===== src/rtl/mips_bus_mem_bridge.sv =====
`default_nettype none
// ============================================================================
// Module  : mips_bus_mem_bridge
// Purpose : Avalon-MM CPU port to single-port word RAM bridge with range
//           checking and wait-state insertion. Optional random extra waits
//           when BUS_RANDOM_WAIT_EN is defined.
// Revision: 1.0 - initial release
// ============================================================================
module mips_bus_mem_bridge #(
  parameter logic [31:0] BASE_ADDR      = 32'hBFC00000,
  parameter int          RAM_ADDR_WIDTH = 14,
  parameter int          WAIT_CYCLES    = 2
) (
  input  logic                      clk,
  input  logic                      reset_n,
  input  logic [31:0]               address,
  input  logic                      read,
  input  logic                      write,
  input  logic [3:0]                byteenable,
  input  logic [31:0]               writedata,
  output logic                      waitrequest,
  output logic [31:0]               readdata,
  output logic [RAM_ADDR_WIDTH-1:0] ram_addr,
  output logic                      ram_we,
  output logic [3:0]                ram_be,
  output logic [31:0]               ram_wdata,
  input  logic [31:0]               ram_rdata,
  output logic                      err_range,
  output logic [31:0]               err_addr
);

`ifdef BUS_RANDOM_WAIT_EN
  localparam int CNT_MAX = WAIT_CYCLES + 3;
`else
  localparam int CNT_MAX = WAIT_CYCLES;
`endif
  localparam int CNT_W = (CNT_MAX < 1) ? 1 : $clog2(CNT_MAX + 1);
  localparam logic [CNT_W-1:0] c_wait   = CNT_W'(WAIT_CYCLES);
  localparam logic [32:0]      c_window = 33'(64'd4 << RAM_ADDR_WIDTH);

  typedef enum logic [1:0] {IDLE, WAIT, ACCESS, RESP} state_t;

  state_t              r_state;
  logic [31:0]         r_addr;
  logic [31:0]         r_wdata;
  logic [3:0]          r_be;
  logic                r_write;
  logic                r_err;
  logic [CNT_W-1:0]    r_cnt;
  logic [31:0]         r_readdata;

  logic                w_req;
  logic [31:0]         w_in_off;
  logic                w_in_err;
  logic [31:0]         w_sel_addr;
  logic [31:0]         w_sel_off;
  logic [31:0]         w_sel_wdata;
  logic [3:0]          w_sel_be;
  logic                w_sel_write;
  logic                w_sel_err;
  logic [RAM_ADDR_WIDTH-1:0] w_sel_word;
  logic [CNT_W-1:0]    w_total;
  logic                w_to_access;
  logic                w_complete;
  logic [31:0]         w_resp_data;
  logic                w_wait;

  assign w_req    = read | write;
  assign w_in_off = address - BASE_ADDR;
  // 33-bit compare so a window covering the full 4 GB cannot wrap
  assign w_in_err = (address < BASE_ADDR) | ({1'b0, w_in_off} >= c_window) |
                    (address[1:0] != 2'b00) | (read & write);

  // In IDLE the RAM side is loaded straight from the bus (zero-wait path)
  assign w_sel_addr  = (r_state == IDLE) ? address    : r_addr;
  assign w_sel_wdata = (r_state == IDLE) ? writedata  : r_wdata;
  assign w_sel_be    = (r_state == IDLE) ? byteenable : r_be;
  assign w_sel_write = (r_state == IDLE) ? write      : r_write;
  assign w_sel_err   = (r_state == IDLE) ? w_in_err   : r_err;
  assign w_sel_off   = w_sel_addr - BASE_ADDR;
  assign w_sel_word  = RAM_ADDR_WIDTH'(w_sel_off >> 2);

`ifdef BUS_RANDOM_WAIT_EN
  logic [7:0] r_lfsr;

  always_ff @(posedge clk or negedge reset_n) begin
    if (!reset_n) r_lfsr <= 8'hA5;
    else          r_lfsr <= {r_lfsr[6:0], r_lfsr[7] ^ r_lfsr[5] ^ r_lfsr[4] ^ r_lfsr[3]};
  end

  assign w_total = c_wait + CNT_W'(r_lfsr[1:0]);
`else
  assign w_total = c_wait;
`endif

  assign w_to_access = ((r_state == IDLE) && w_req && (w_total == '0)) ||
                       ((r_state == WAIT) && (r_cnt == '0));
  assign w_complete  = ((r_state == ACCESS) && r_write) || (r_state == RESP);
  assign w_resp_data = r_err ? 32'h0000_0000 : ram_rdata;
  assign readdata    = (r_state == RESP) ? w_resp_data : r_readdata;

  always_comb begin
    w_wait = 1'b1;
    case (r_state)
      IDLE:    w_wait = w_req;
      WAIT:    w_wait = 1'b1;
      ACCESS:  w_wait = ~r_write;
      RESP:    w_wait = 1'b0;
      default: w_wait = 1'b1;
    endcase
  end

  assign waitrequest = ~reset_n | w_wait;

  always_ff @(posedge clk or negedge reset_n) begin
    if (!reset_n) begin
      r_state    <= IDLE;
      r_addr     <= '0;
      r_wdata    <= '0;
      r_be       <= '0;
      r_write    <= 1'b0;
      r_err      <= 1'b0;
      r_cnt      <= '0;
      r_readdata <= '0;
      ram_addr   <= '0;
      ram_we     <= 1'b0;
      ram_be     <= '0;
      ram_wdata  <= '0;
      err_range  <= 1'b0;
      err_addr   <= '0;
    end else begin
      ram_we <= 1'b0;
      case (r_state)
        IDLE: begin
          if (w_req) begin
            r_addr  <= address;
            r_wdata <= writedata;
            r_be    <= byteenable;
            r_write <= write;
            r_err   <= w_in_err;
            r_cnt   <= w_total - CNT_W'(1);
            r_state <= (w_total == '0) ? ACCESS : WAIT;
          end
        end
        WAIT: begin
          if (r_cnt == '0) r_state <= ACCESS;
          else             r_cnt   <= r_cnt - CNT_W'(1);
        end
        ACCESS: r_state <= r_write ? IDLE : RESP;
        RESP: begin
          r_readdata <= w_resp_data;
          r_state    <= IDLE;
        end
        default: r_state <= IDLE;
      endcase

      if (w_to_access) begin
        ram_addr  <= w_sel_word;
        ram_be    <= w_sel_be;
        ram_wdata <= w_sel_wdata;
        ram_we    <= w_sel_write & ~w_sel_err;
      end

      if (w_complete && r_err) begin
        err_range <= 1'b1;
        if (!err_range) err_addr <= r_addr;
      end
    end
  end

endmodule
`default_nettype wire

===== config.mk =====
export PLATFORM = sky130hd
export DESIGN_NAME = mips_bus_mem_bridge
export DESIGN_NICKNAME = d
export VERILOG_FILES = /design/src/rtl/mips_bus_mem_bridge.sv
export SDC_FILE = /design/constraint.sdc
export NUM_CORES = 1
export LEC_CHECK = 0
export ABC_AREA = 1
export CAP_MARGIN = 25
export CORE_MARGIN = 2
export CORE_UTILIZATION = 47
export CTS_CLUSTER_SIZE = 16
export DETAILED_ROUTE_END_ITERATION = 12
export GPL_TIMING_DRIVEN = 0
export PLACE_DENSITY = 0.83
export RECOVER_POWER = 50
export SYNTH_ARGS = -nofsm -noshare
export SYNTH_HDL_FRONTEND = slang
export SYNTH_SLANG_ARGS = --single-unit

===== constraint.sdc =====
create_clock -name clk -period 1.8 [get_ports clk]
set_input_delay 0.27 -clock clk [delete_from_list [all_inputs] [get_ports clk]]
set_output_delay 0.27 -clock clk [all_outputs]
set_load 0.02 [all_outputs]

==> summary.md, run 1 <==
| Metric | Value |
|---|---|
| Global placement routability congestion | `0.848` |
| CP top delay family | `flip-flops` |
| CTS tree | `done` |
| Core box area | `15200 sq um` |
| FILL cells | `1072` |
| Post-Syn Nets | `882` |
| Worst Path Arrival | `between 1.5 and 2 ns` |
| First-pass GRT wire length | `31000 um` |
| Die X | `129 um` |
| Finished Cell Area | `10800 sq um` |
| DR vias | `a little over 6k` |
| Power Internal | `about 12 mW` |
| Period utilization | `104%` |
| Detailed Route Iter0 Violations | `395` |
| Non-filler cells, final | `between 1k and 1.5k` |
| Clk pwr share | `18.5%` |
| R2r setup slk | `0.09 ns` |
| Most frequent cells in the layout | `nand2_1 (265), dfrtp_1 (188), clkdlybuf4s50_1 (186)` |
| # setup viols final | `31` |
| Initial antenna violation count | `0` |
| Die area | `16600 sq um` |
| PortBufs | `220` |
| HP Class | `input pin to asynchronous set/reset pin` |
| Logic pwr share | `45.8%` |
| Initial Utilization | `a little under 50%` |
| FF-to-FF End | `ram_addr[10]` |
| Run status | `finished, violations left` |
| Seq/Total Area, Yosys | `65.1%` |
| Antenna Cells | `0` |
| Total Routed Length | `19900 um` |
| Startpoint types | `flip-flop` |
| Mean Syn Cell Area | `9.40 sq um` |
| Max-Slew Margin vs Limit | `23.5%` |
| H-tree Lvls | `4` |
| Clock slew at reported path FFs | `0.07 ns` |
| Critical Path Most Common Cell | `buf_4` |
| Mapped Cells | `between 700 and 800` |
| Fmax | `536 MHz` |
| Violated checks | `hold timing, setup timing` |
| Worst-Skew Late Latency | `0.42 ns` |
| Tot GR Track Use | `approximately a quarter` |
| CTS max path bufs | `2` |
| Hpwl dp | `13200 um` |
| Critical Path Sink Type | `output port` |
| Critical path's slowest cell | `dfrtp_2` |
| Max-cap viol count | `0` |
| Proportion of layout cells with a drive suffix above 1 | `15.3%` |
| Mapped cell area | `7310 sq um` |
| Tightest Pin Transition | `around 1.1 ns` |
| Placed insts | `around 1.2k` |
| Max VDD drop | `777 uV` |
| Slew Viols, Final | `0` |
| Yosys top cell area share | `65.1%` |
| Final worst setup slack | `-0.0661 ns` |
| Leakage | `5.14 nW` |
| Largest fanout on the critical path | `7` |
| Worst clock skew | `around 0.0079 ns` |
| Largest net degree at the start of global routing | `101` |
| Sw Share | `around 39%` |
| Fin. Hold Viols | `between 90 and 100` |
| Sw power | `~7.6 mW` |
| Final hold slack | `-0.158 ns` |
| Synth area leaders | `dfrtp_1 (65%), nand2_1 (14%), o21ai_0 (8.3%), inv_1 (3.5%), o21ai_1 (2.4%)` |
| Routed length per instance | `16.2 um` |
| Core Util, Final | `a little under three quarters` |
| Netlist cell types | `23` |
| Synth area leader | `dfrtp_1` |
| Sum Neg Setup Slack | `-0.827 ns` |
| Worst-path cell chain | `nand2_8, buf_4, o21ai_2, buf_4` |
| Crit path time final | `1.87 ns` |
| Root Buffer | `clkbuf_16` |
| Die Ht | `129 um` |
| TritonRoute pass-1 iters | `5` |
| Antenna Nets Post-Route | `0` |
| PwrDens | `1820 nW/um^2` |
| Pre-CTS setup slack | `-0.635 ns` |
| Num Clock Sinks | `190` |
| Layout Nets | `approximately 1.1k` |
| Vias per cell | `between 5 and 6` |
| RSZ-0062 raised after global routing | `true` |
| Reg2Reg Launch Point | `r_state[1]` |
| Rows | `45` |
| Area grow syn2layout | `47.9%` |
| Vias in the first global route | `between 6k and 7k` |
| Setup CP Type | `flip-flop to output port` |
| Clock buffer count from CTS | `17` |
| Yosys reg bits | `190` |
| Worst Path Buf+Inv | `2` |
| Reg power frac | `around 36%` |
| Synth Warn # | `0` |
| Commonest non-fill, non-tap cell in the layout | `nand2_1` |
| Total gr overflow | `0` |
| R2r worst-path depth | `7` |
| Req. time, crit path | `around 1.5 ns` |
| Number of remaining DRC errors | `0` |
| Critical Path Max Stage Delay | `0.51 ns` |
| DP Area | `9780 sq um` |
| Power, Total | `19.7 mW` |
| Io pins | `221` |
-- worst reg2reg max path: stages (launching register included) --
cell and delay (ns):
dfrtp_2 0.50, buf_4 0.17, nor2_1 0.16, nand2_2 0.17
buf_4 0.23, buf_4 0.19, nand2_1 0.09, o21ai_1 0.07
-- layer usage --
| metal | global-route usage, % | wire length [um] |
|---|---|---|
| met5 | 0 | 0 |
| met3 | 4.32 | 822 |
| met1 | 32.6 | 8590 |
| met4 | 10.8 | 696 |
| met2 | 38.5 | 9750 |
-- state kept, by name, summed over array words and instances (netlist names) --
name / count
err_addr: 32
err_range: 1
r_addr: 32
r_be: 4
r_cnt: 2
r_err: 1
r_readdata: 32
r_state: 2
r_wdata: 32
r_write: 1
ram_addr: 14
ram_be: 4
ram_wdata: 32
ram_we: 1
-- synth_stat cells --
cell type and instances:
nand2_1 271, dfrtp_1 190, o21ai_0 121, inv_1 68, o21ai_1 35, clkbuf_1 22, nand3_1 21, nor2_1 13
buf_2 9, buf_4 5, buf_6 4, inv_2 3, nand2_2 3, mux2_4 2, nand4_1 2, a211oi_1 1
a21o_1 1, a21oi_1 1, ha_1 1, nor2_2 1, nor3_2 1, or2_1 1, or2_2 1
-- power by group through the flow --
| stage | registers, mW | clock network [mW] | logic (mW) |
|---|---|---|---|
| floorplan | 7.88 | 0 | 3.33 |
| global placement | 6.96 | 0 | 7.79 |
| detailed placement | 7.01 | 0 | 7.98 |
| CTS | 6.99 | 3.68 | 8.57 |
| global route | 7.22 | 3.88 | 9.80 |
| finish | 7.04 | 3.64 | 9.02 |
-- what timing repair did --
item                                   CTS  global route
pin swaps                                4             3
buffers inserted                         6             2
gates resized for setup                302            53
gates cloned                             3             0
endpoints found under the hold margin   98            98
setup endpoints to repair               33            46
-- cells by family after synthesis --
group                    after synthesis  share of synthesized area (%)
AO/OA/AOI/OAI                        159                           11.0
adder cells (fa/ha/maj)                1                          0.171
multiplexers                           2                          0.411
buffers and inverters                111                           6.52
flip-flops                           190                           65.1
AND/OR/NAND/NOR                      314                           16.9
-- how the worst max path moves through the flow --
stage                          start        endpoint  cells after the start
after floorplan                r_err    readdata[10]                      4
after global placement       reset_n  r_readdata[13]                      1
after detailed placement       write     waitrequest                      6
after CTS                 r_state[0]    readdata[20]                      4
after global routing      r_state[0]    readdata[25]                      4
final                     r_state[0]    readdata[25]                      4
-- cell type report --
cell class,instances,area [sq um],area share [%]
plain buffers,40,318,2.94
clock buffers,22,484,4.48
clock inverters,9,86.3,0.799
inverters,71,267,2.47
multi-input cells,477,2370,21.9
flip-flops and latches,190,4760,44.0
well taps,188,235,2.18
repair buffers,231,2290,21.2
Note: power is estimated with default switching activity, not from simulation.
==> run 2, diff against run 1 <==
--- a/config.mk
+++ b/config.mk
@@ -11,7 +11,7 @@
 export CORE_UTILIZATION = 47
 export CTS_CLUSTER_SIZE = 16
 export DETAILED_ROUTE_END_ITERATION = 12
-export GPL_TIMING_DRIVEN = 0
+export GPL_TIMING_DRIVEN = 1
 export PLACE_DENSITY = 0.83
 export RECOVER_POWER = 50
 export SYNTH_ARGS = -nofsm -noshare
==> summary.md, run 2 (synthesis gave the netlist of run 1 again) <==
| Metric | Value |
|---|---|
| Max VDD drop | `815 uV (was 777 uV)` |
| Routed length per instance | `15.3 um (was 16.2 um)` |
| Global placement routability congestion | `0.798 (was 0.848)` |
| PortBufs | `220 (unchanged)` |
| # setup viols final | `1 (was 31)` |
| CP top delay family | `buffers and inverters (was flip-flops)` |
| Die X | `129 um (unchanged)` |
| Largest net degree at the start of global routing | `191 (was 101)` |
| Crit path time final | `1.88 ns (was 1.87 ns)` |
| Startpoint types | `flip-flop (unchanged)` |
| Worst Path Buf+Inv | `3 (was 2)` |
| Total Routed Length | `18600 um (was 19900 um)` |
| Die Ht | `129 um (unchanged)` |
| Power, Total | `19.5 mW (was 19.7 mW)` |
| Max-cap viol count | `1 (was 0)` |
| Multi-input gate area | `2220 sq um (was 2370 sq um)` |
| Worst-path cell chain | `clkinv_4, buf_12, nand2_1, o21ai_0, buf_2 (was nand2_8, buf_4, o21ai_2, buf_4)` |
| WL met1 | `7900 um (was 8590 um)` |
| Critical path's slowest cell | `dfrtp_1 (was dfrtp_2)` |
| Number of remaining DRC errors | `0 (unchanged)` |
| Root Buffer | `clkbuf_16 (unchanged)` |
| Max-Slew Margin vs Limit | `-15.5% (was 23.5%)` |
| Slew Viols, Final | `191 (was 0)` |
| Final hold slack | `0.318 ns (was -0.158 ns)` |
| Initial antenna violation count | `1 (was 0)` |
| Total gr overflow | `0 (unchanged)` |
| Core box area | `15200 sq um (unchanged)` |
| Leakage | `5.17 nW (was 5.14 nW)` |
| Fmax | `532 MHz (was 536 MHz)` |
| Violated checks | `capacitance limit, slew limit, setup timing (was hold timing, setup timing)` |
| Tot GR Track Use | `22.0% (was 24.1%)` |
| Critical Path Max Stage Delay | `0.41 ns (was 0.51 ns)` |
| H-tree Lvls | `4 (unchanged)` |
| Tightest Pin Transition | `1.73 ns (was 1.15 ns)` |
| Commonest non-fill, non-tap cell in the layout | `nand2_1 (unchanged)` |
| FF+latch area | `4750 sq um (was 4760 sq um)` |
| Worst Path Arrival | `1.61 ns (was 1.60 ns)` |
| Run status | `finished, violations left (unchanged)` |
| Pre-CTS setup slack | `-0.168 ns (was -0.635 ns)` |
| Fin. Hold Viols | `0 (was 98)` |
| WL met3 | `967 um (was 822 um)` |
| Met2 routed WL | `9230 um (was 9750 um)` |
| Initial Utilization | `48.1% (unchanged)` |
| Critical Path Sink Type | `output port (unchanged)` |
| Layout Nets | `1123 (was 1133)` |
| Die area | `16600 sq um (unchanged)` |
| Rows | `45 (unchanged)` |
| Setup CP Type | `flip-flop to output port (unchanged)` |
| Period utilization | `104% (about the same)` |
| Worst-Skew Late Latency | `0.42 ns (about the same)` |
| Num Clock Sinks | `190 (unchanged)` |
| Req. time, crit path | `1.53 ns (about the same)` |
| Final worst setup slack | `-0.0806 ns (was -0.0661 ns)` |
| Vias in the first global route | `5826 (was 6161)` |
| Largest fanout on the critical path | `8 (was 7)` |
| TritonRoute pass-1 iters | `4 (was 5)` |
| Vias per cell | `5.00 (was 5.06)` |
| PwrDens | `1810 nW/um^2 (was 1820 nW/um^2)` |
| Worst clock skew | `0.00953 ns (was 0.00786 ns)` |
| Most frequent cells in the layout | `nand2_1 (265), dfrtp_1 (190), clkdlybuf4s50_1 (186) (was nand2_1 (265), dfrtp_1 (188), clkdlybuf4s50_1 (186))` |
| Clock buffer count from CTS | `17 (unchanged)` |
| FILL cells | `1128 (was 1072)` |
| DR vias | `6086 (was 6218)` |
| Clock slew at reported path FFs | `0.06 ns (was 0.07 ns)` |
| CTS max path bufs | `2 (unchanged)` |
| Proportion of layout cells with a drive suffix above 1 | `14.9% (was 15.3%)` |
| Antenna Nets Post-Route | `0 (unchanged)` |
| CTS tree | `done (unchanged)` |
| RSZ-0062 raised after global routing | `true (unchanged)` |
| Max Used Layer | `met4 (unchanged)` |
| Io pins | `221 (unchanged)` |
| Detailed Route Iter0 Violations | `319 (was 395)` |
| HP Class | `input pin to asynchronous set/reset pin (unchanged)` |
| Area grow syn2layout | `47.2% (was 47.9%)` |
| First-pass GRT wire length | `28500 um (was 31000 um)` |
| Hpwl dp | `11700 um (was 13200 um)` |
run 2: cell count changes in the layout (fill, tap and decap cells not counted), sizes merged:
| cell | previous run | this run |
|---|---|---|
| clkbuf | 41 | 26 |
| buf | 66 | 71 |
| clkinv | 6 | 7 |
| clkinvlp | 2 | 1 |
| diode | 0 | 1 |
| nand2 | 275 | 274 |
run 2: what timing repair did:
action,4_1_cts,5_1_grt
endpoints found under the hold margin,0,0
pin swaps,0,4
gates cloned,3,4
hold buffers,0,0
resized for setup,255,43
setup endpoints to repair,34,32
buffers inserted,0,2
run 2: routing by layer:
metal | vias to the layer above | global-route usage (%)
met3 | 34 | 5.11
met5 | - | 0
met1 | 2909 | 28.6
li1 | 2946 | -
met2 | 197 | 35.4
met4 | 0 | 9.85
run 2: cell type report:
| type | instances | area share, % |
|---|---|---|
| flip-flops and latches | 190 | 44.2 |
| clock inverters | 9 | 0.814 |
| inverters | 71 | 2.52 |
| diodes | 1 | 0.0233 |
| well taps | 188 | 2.19 |
| multi-input cells | 476 | 20.6 |
| clock buffers | 21 | 4.37 |
| repair buffers | 262 | 25.2 |
run 2: metrics by stage:
step	utilization [%]	area, sq um	setup TNS, ns	std cells
3_3_place_gp	64.9	9860	-3.02	1178
4_1_cts	69.1	10500	-0.237	1211
5_1_grt	70.8	10800	-1.14	1218
3_5_place_dp	64.9	9860	-3.99	1178
2_1_floorplan	-	7310	0	777
6_report	70.8	10800	-0.0806	1218
run 2: where the power goes:
part           leakage (nW)  internal (mW)  switching [mW]  total, mW
combinational          2.49           4.02            4.98       9.01
clock                 0.275           2.01            1.53       3.53
sequential             2.40           6.13           0.839       6.97
run 2: worst register-to-register path, cell delays in order, from the launching register on:
cell	delay, ns
dfrtp_1	0.41
buf_4	0.17
nor2_1	0.21
nand2_4	0.23
buf_4	0.31
nand2_1	0.12
o21ai_0	0.10
run 2: worst paths after layout:
kind	start	end	slack (ns)	depth (start not counted)
max	r_err	readdata[1]	-0.08	5
min	reset_n	r_cnt[0]	0.32	2
max reg2reg	r_state[1]	ram_wdata[14]	0.13	6
min reg2reg	err_addr[25]	err_addr[25]	0.47	2
max in group asynchronous	reset_n	ram_wdata[7]	0.25	2
min in group clk	writedata[31]	r_wdata[31]	0.39	3
==> run 3, diff against run 2 <==
--- a/config.mk
+++ b/config.mk
@@ -14,6 +14,7 @@
 export GPL_TIMING_DRIVEN = 1
 export PLACE_DENSITY = 0.83
 export RECOVER_POWER = 50
+export SKIP_LAST_GASP = 1
 export SYNTH_ARGS = -nofsm -noshare
 export SYNTH_HDL_FRONTEND = slang
 export SYNTH_SLANG_ARGS = --single-unit
==> summary.md, run 3 (synthesis gave the netlist of run 1 again) <==
| Metric | Value |
|---|---|
| Core Util, Final | `70.3% (was 70.8%)` |
| Reg2Reg Launch Point | `r_state[1] (unchanged)` |
| Clock buffer count from CTS | `17 (unchanged)` |
| Sum Neg Setup Slack | `-0.0982 ns (was -0.0806 ns)` |
| Rows | `45 (unchanged)` |
| Die area | `16600 sq um (unchanged)` |
| Max-cap viol count | `1 (unchanged)` |
| Total gr overflow | `0 (unchanged)` |
| Clk pwr share | `18.3% (was 18.1%)` |
| PwrDens | `1810 nW/um^2 (about the same)` |
| Detailed Route Iter0 Violations | `315 (was 319)` |
| Largest fanout on the critical path | `8 (unchanged)` |
| Proportion of layout cells with a drive suffix above 1 | `13.9% (was 14.9%)` |
| DP Area | `9860 sq um (unchanged)` |
| Worst clock skew | `0.0133 ns (was 0.00953 ns)` |
| Die X | `129 um (unchanged)` |
| CP top delay family | `buffers and inverters (unchanged)` |
| Total Routed Length | `18600 um (about the same)` |
| Critical path's slowest cell | `dfrtp_1 (unchanged)` |
| Worst-Skew Late Latency | `0.42 ns (about the same)` |
| Pre-CTS setup slack | `-0.168 ns (unchanged)` |
| FF+latch area | `4750 sq um (unchanged)` |
| Io pins | `221 (unchanged)` |
| Count of hold-fix buffers inserted at cts | `0 (unchanged)` |
| Largest net degree at the start of global routing | `191 (unchanged)` |
| CTS tree | `done (unchanged)` |
| Critical Path Max Stage Delay | `0.41 ns (about the same)` |
| HP Class | `input pin to asynchronous set/reset pin (unchanged)` |
| CTS max path bufs | `2 (unchanged)` |
| Antenna Nets Post-Route | `0 (unchanged)` |
| Run status | `finished, violations left (unchanged)` |
| Multi-input gate area | `2200 sq um (was 2220 sq um)` |
| Violated checks | `capacitance limit, slew limit, setup timing (unchanged)` |
| Final worst setup slack | `-0.0910 ns (was -0.0806 ns)` |
| Layout Nets | `1125 (was 1123)` |
| Tightest Pin Transition | `1.70 ns (was 1.73 ns)` |
| Leakage | `5.15 nW (was 5.17 nW)` |
| Logic pwr share | `45.7% (was 46.2%)` |
| Req. time, crit path | `1.53 ns (about the same)` |
| Reg power frac | `36.0% (was 35.7%)` |
| DR vias | `6106 (was 6086)` |
| Number of remaining DRC errors | `0 (unchanged)` |
| Slew Viols, Final | `191 (unchanged)` |
| Die Ht | `129 um (unchanged)` |
| Worst-path cell chain | `inv_4, buf_12, nand2_1, o21ai_0, buf_2 (was clkinv_4, buf_12, nand2_1, o21ai_0, buf_2)` |
| # setup viols final | `2 (was 1)` |
| Setup CP Type | `flip-flop to output port (unchanged)` |
| Crit path time final | `1.89 ns (was 1.88 ns)` |
| H-tree Lvls | `4 (unchanged)` |
| Power Internal | `12.1 mW (was 12.2 mW)` |
| Vias per cell | `5.00 (about the same)` |
| Initial antenna violation count | `1 (unchanged)` |
| TritonRoute pass-1 iters | `4 (unchanged)` |
| FILL cells | `1150 (was 1128)` |
| Sw power | `7.30 mW (was 7.35 mW)` |
| Area grow syn2layout | `46.2% (was 47.2%)` |
| Core box area | `15200 sq um (unchanged)` |
| Max VDD drop | `815 uV (about the same)` |
| Worst Path Buf+Inv | `3 (unchanged)` |
| Initial Utilization | `48.1% (unchanged)` |
| Finished Cell Area | `10700 sq um (was 10800 sq um)` |
| Routed length per instance | `15.3 um (about the same)` |
| Commonest non-fill, non-tap cell in the layout | `nand2_1 (unchanged)` |
| Critical Path Sink Type | `output port (unchanged)` |
| Global placement routability congestion | `0.798 (unchanged)` |
| Hpwl dp | `11700 um (unchanged)` |
| Vias in the first global route | `5830 (was 5826)` |
| Period utilization | `105% (was 104%)` |
| Power, Total | `19.4 mW (was 19.5 mW)` |
| Sw Share | `37.7% (about the same)` |
| Fin. Hold Viols | `0 (unchanged)` |
| Startpoint types | `flip-flop (unchanged)` |
| Most frequent cells in the layout | `nand2_1 (268), dfrtp_1 (190), clkdlybuf4s50_1 (186) (was nand2_1 (265), dfrtp_1 (190), clkdlybuf4s50_1 (186))` |
| RSZ-0062 raised after global routing | `true (unchanged)` |
| Root Buffer | `clkbuf_16 (unchanged)` |
| Worst Path Arrival | `1.62 ns (was 1.61 ns)` |
| Clock slew at reported path FFs | `0.06 ns (about the same)` |
| PortBufs | `220 (unchanged)` |
| Fmax | `529 MHz (was 532 MHz)` |
| Critical Path Source | `r_err (unchanged)` |
| Tot GR Track Use | `22.0% (about the same)` |
| Max-Slew Margin vs Limit | `-13.2% (was -15.5%)` |
| First-pass GRT wire length | `28500 um (about the same)` |
| Num Clock Sinks | `190 (unchanged)` |
run 3: cell types whose count changed in the layout (fill, tap and decap cells not counted), sizes merged:
| cell | before | now |
|---|---|---|
| buf | 71 | 74 |
| clkbuf | 26 | 25 |
| clkinv | 7 | 6 |
| inv | 71 | 72 |
run 3: metrics by stage:
| step | cells | hold WS, ns |
|---|---|---|
| finish | 1220 | 0.380 |
| global route | 1220 | 0.384 |
| CTS | 1211 | 0.168 |
| detailed placement | 1178 | 0.457 |
| global placement | 1178 | 0.454 |
| floorplan | 777 | -0.0256 |
run 3: cell type report:
type / instances / share of cell area [%]
Antenna cell: 1 / 0.0234
Clock buffer: 21 / 4.40
Clock inverter: 9 / 0.820
Inverter: 71 / 2.52
Multi-Input combinational cell: 476 / 20.6
Sequential cell: 190 / 44.5
Tap cell: 188 / 2.20
Timing Repair Buffer: 264 / 25.0
run 3: metal layers:
layer	GRT usage [%]	wire, um
met5	0	0
met4	9.72	490
met3	5.11	876
met2	35.6	9290
met1	28.5	7960
run 3: what timing repair did:
item,4_1_cts,5_1_grt
hold endpoints to repair,0,0
setup endpoints to repair,34,34
gates cloned,3,3
resized for setup,247,29
setup buffers,0,5
pin swaps,0,7
run 3: final timing paths:
path / endpoint / slack (ns) / cells after the start
worst max-delay path: readdata[1] / -0.09 / 5
worst min-delay path: r_cnt[0] / 0.38 / 2
worst max register to register: ram_wdata[14] / 0.13 / 6
worst min register to register: err_addr[25] / 0.47 / 2
max in group asynchronous: ram_wdata[7] / 0.28 / 2
min in group clk: r_wdata[31] / 0.39 / 3
run 3: power groups by stage:
stage	clock network, mW	logic (mW)	registers [mW]
after global routing	3.82	9.61	7.16
final	3.54	8.85	6.97
after floorplan	0	3.33	7.88
after CTS	3.61	8.47	6.96
after global placement	0	7.90	6.91
after detailed placement	0	8.11	6.98
==> variant, RTL diff (settings of run 2) <==
Re-encode `state_t` (4 states) as one-hot, 4 bits wide.
--- a/src/rtl/mips_bus_mem_bridge.sv
+++ b/src/rtl/mips_bus_mem_bridge.sv
@@ -39,5 +39,5 @@
   localparam logic [32:0]      c_window = 33'(64'd4 << RAM_ADDR_WIDTH);
 
-  typedef enum logic [1:0] {IDLE, WAIT, ACCESS, RESP} state_t;
+  typedef enum logic [3:0] {IDLE = 4'b0001, WAIT = 4'b0010, ACCESS = 4'b0100, RESP = 4'b1000} state_t;
 
   state_t              r_state;
Check against the original RTL: no difference found for any inputs over 4 cycles, from zero or initial values and one cycle with reset_n low; so few cycles prove little.
==> variant against run 2 <==
- the run ends with negative setup slack left
- synthesized area rose by 7.4%
- cell area up 7.3%
- wire length rose by 24%
- hold slack gained 56 ps
- worst setup slack lost 190 ps
- sequential power grew 7.3%
- power rose by 8.3%
- sequential cell count is 2 higher
- critical path type unchanged
==> variant: results <==
status:
  status: "finished, violations left"
  violations: "negative setup slack"
routing:
  routed-via-count: 7126
  wl_met3_um: 1298
  met1_length_um: 9242
  wl_met2_um: 11850
  drt-pass1-iter-count: 5
  totalWireLength_um: 23170
  drt-vias-per-instance: 5.310
yosys:
  yosysSeqAreaShare_pct: 61.23
  yosys.area_share.adder_pct: 0.1594
  synth_nets: 969
  yosys-mux-area-fraction_pct: 0
  synth_compound_area_share_pct: 9.023
  synth_common_cells: "390 x nand2_1, 191 x dfrtp_1, 114 x o21ai_0"
  synth_cells: 864
power_and_ir_drop:
  p_sw_share_pct: 40.85
  comb_power_uw: 9980
  powerDensity_mw_per_mm2: 1830
  pwr.group.clock_uw: 3670
placed_design:
  post-dp-hpwl_um: 13690
  place.gp.congestion: 0.8399
sta:
  setup_violations: 65
  finalClockSkew_ps: 8.399
  tns_ps: -8166
  slew_headroom_pct: 26.03
  timing.final.ws_setup_ps: -274.5
  hold_ws_ps: 373.8
min_path:
  hold_class: "in2reg"
  min_path_cells: 3
worst_setup_path:
  crit_path_end: "readdata[11]"
  reg2reg_slack_ps: -90
  r2r_cells: 10
  max_stage_delay_ps: 570
  crit_slowest_cell: "dfstp_2"
  reg2reg_to: "r_wdata[9]"
  crit_family: "flip-flops"
global_route:
  grt_usage_pct: 24.89
  antenna_found_initial: 0
  use_met2_pct: 40.96
  grt_use_met1_pct: 32.30
  first_global_vias: 6857
  grt_max_degree: 109
  grt_pass1_wl_um: 34670
finish:
  fillers: 1195
  antennaDiodeCount: 0
  final_nets: 1215
## variant: cell types whose count changed in the layout (fill, tap and decap cells not counted), moves of 5 or more
cell,change
nand2_1,+120
buf_6,+12
nor2_1,-6
inv_1,-53
o21ai_1,-12
nand3_1,-14
buf_4,+6
o21ai_0,-7
nand4_1,+34
o21ai_2,-5
o21ai_4,+8
## variant: repair_timing
item | in CTS | in global routing
gates cloned | 2 | 6
hold buffers | 1 | 0
pin swaps | 0 | 5
gates resized for setup | 263 | 56
setup buffers | 0 | 11
setup endpoints to repair | 49 | 51
endpoints found under the hold margin | 124 | 0
## variant: layout make-up
type / count / share of cell area [%]
clock inverters: 10 / 0.8996
well taps: 220 / 2.385
clock buffers: 21 / 4.075
multi-input cells: 596 / 24.70
flip-flops and latches: 192 / 41.63
inverters: 19 / 0.6178
repair buffers: 284 / 25.69
## variant: tightest hold or removal path, cell delays in order
cell and delay, ps:
clkdlybuf4s50_1 390, nand2_1 60, nand2_1 40
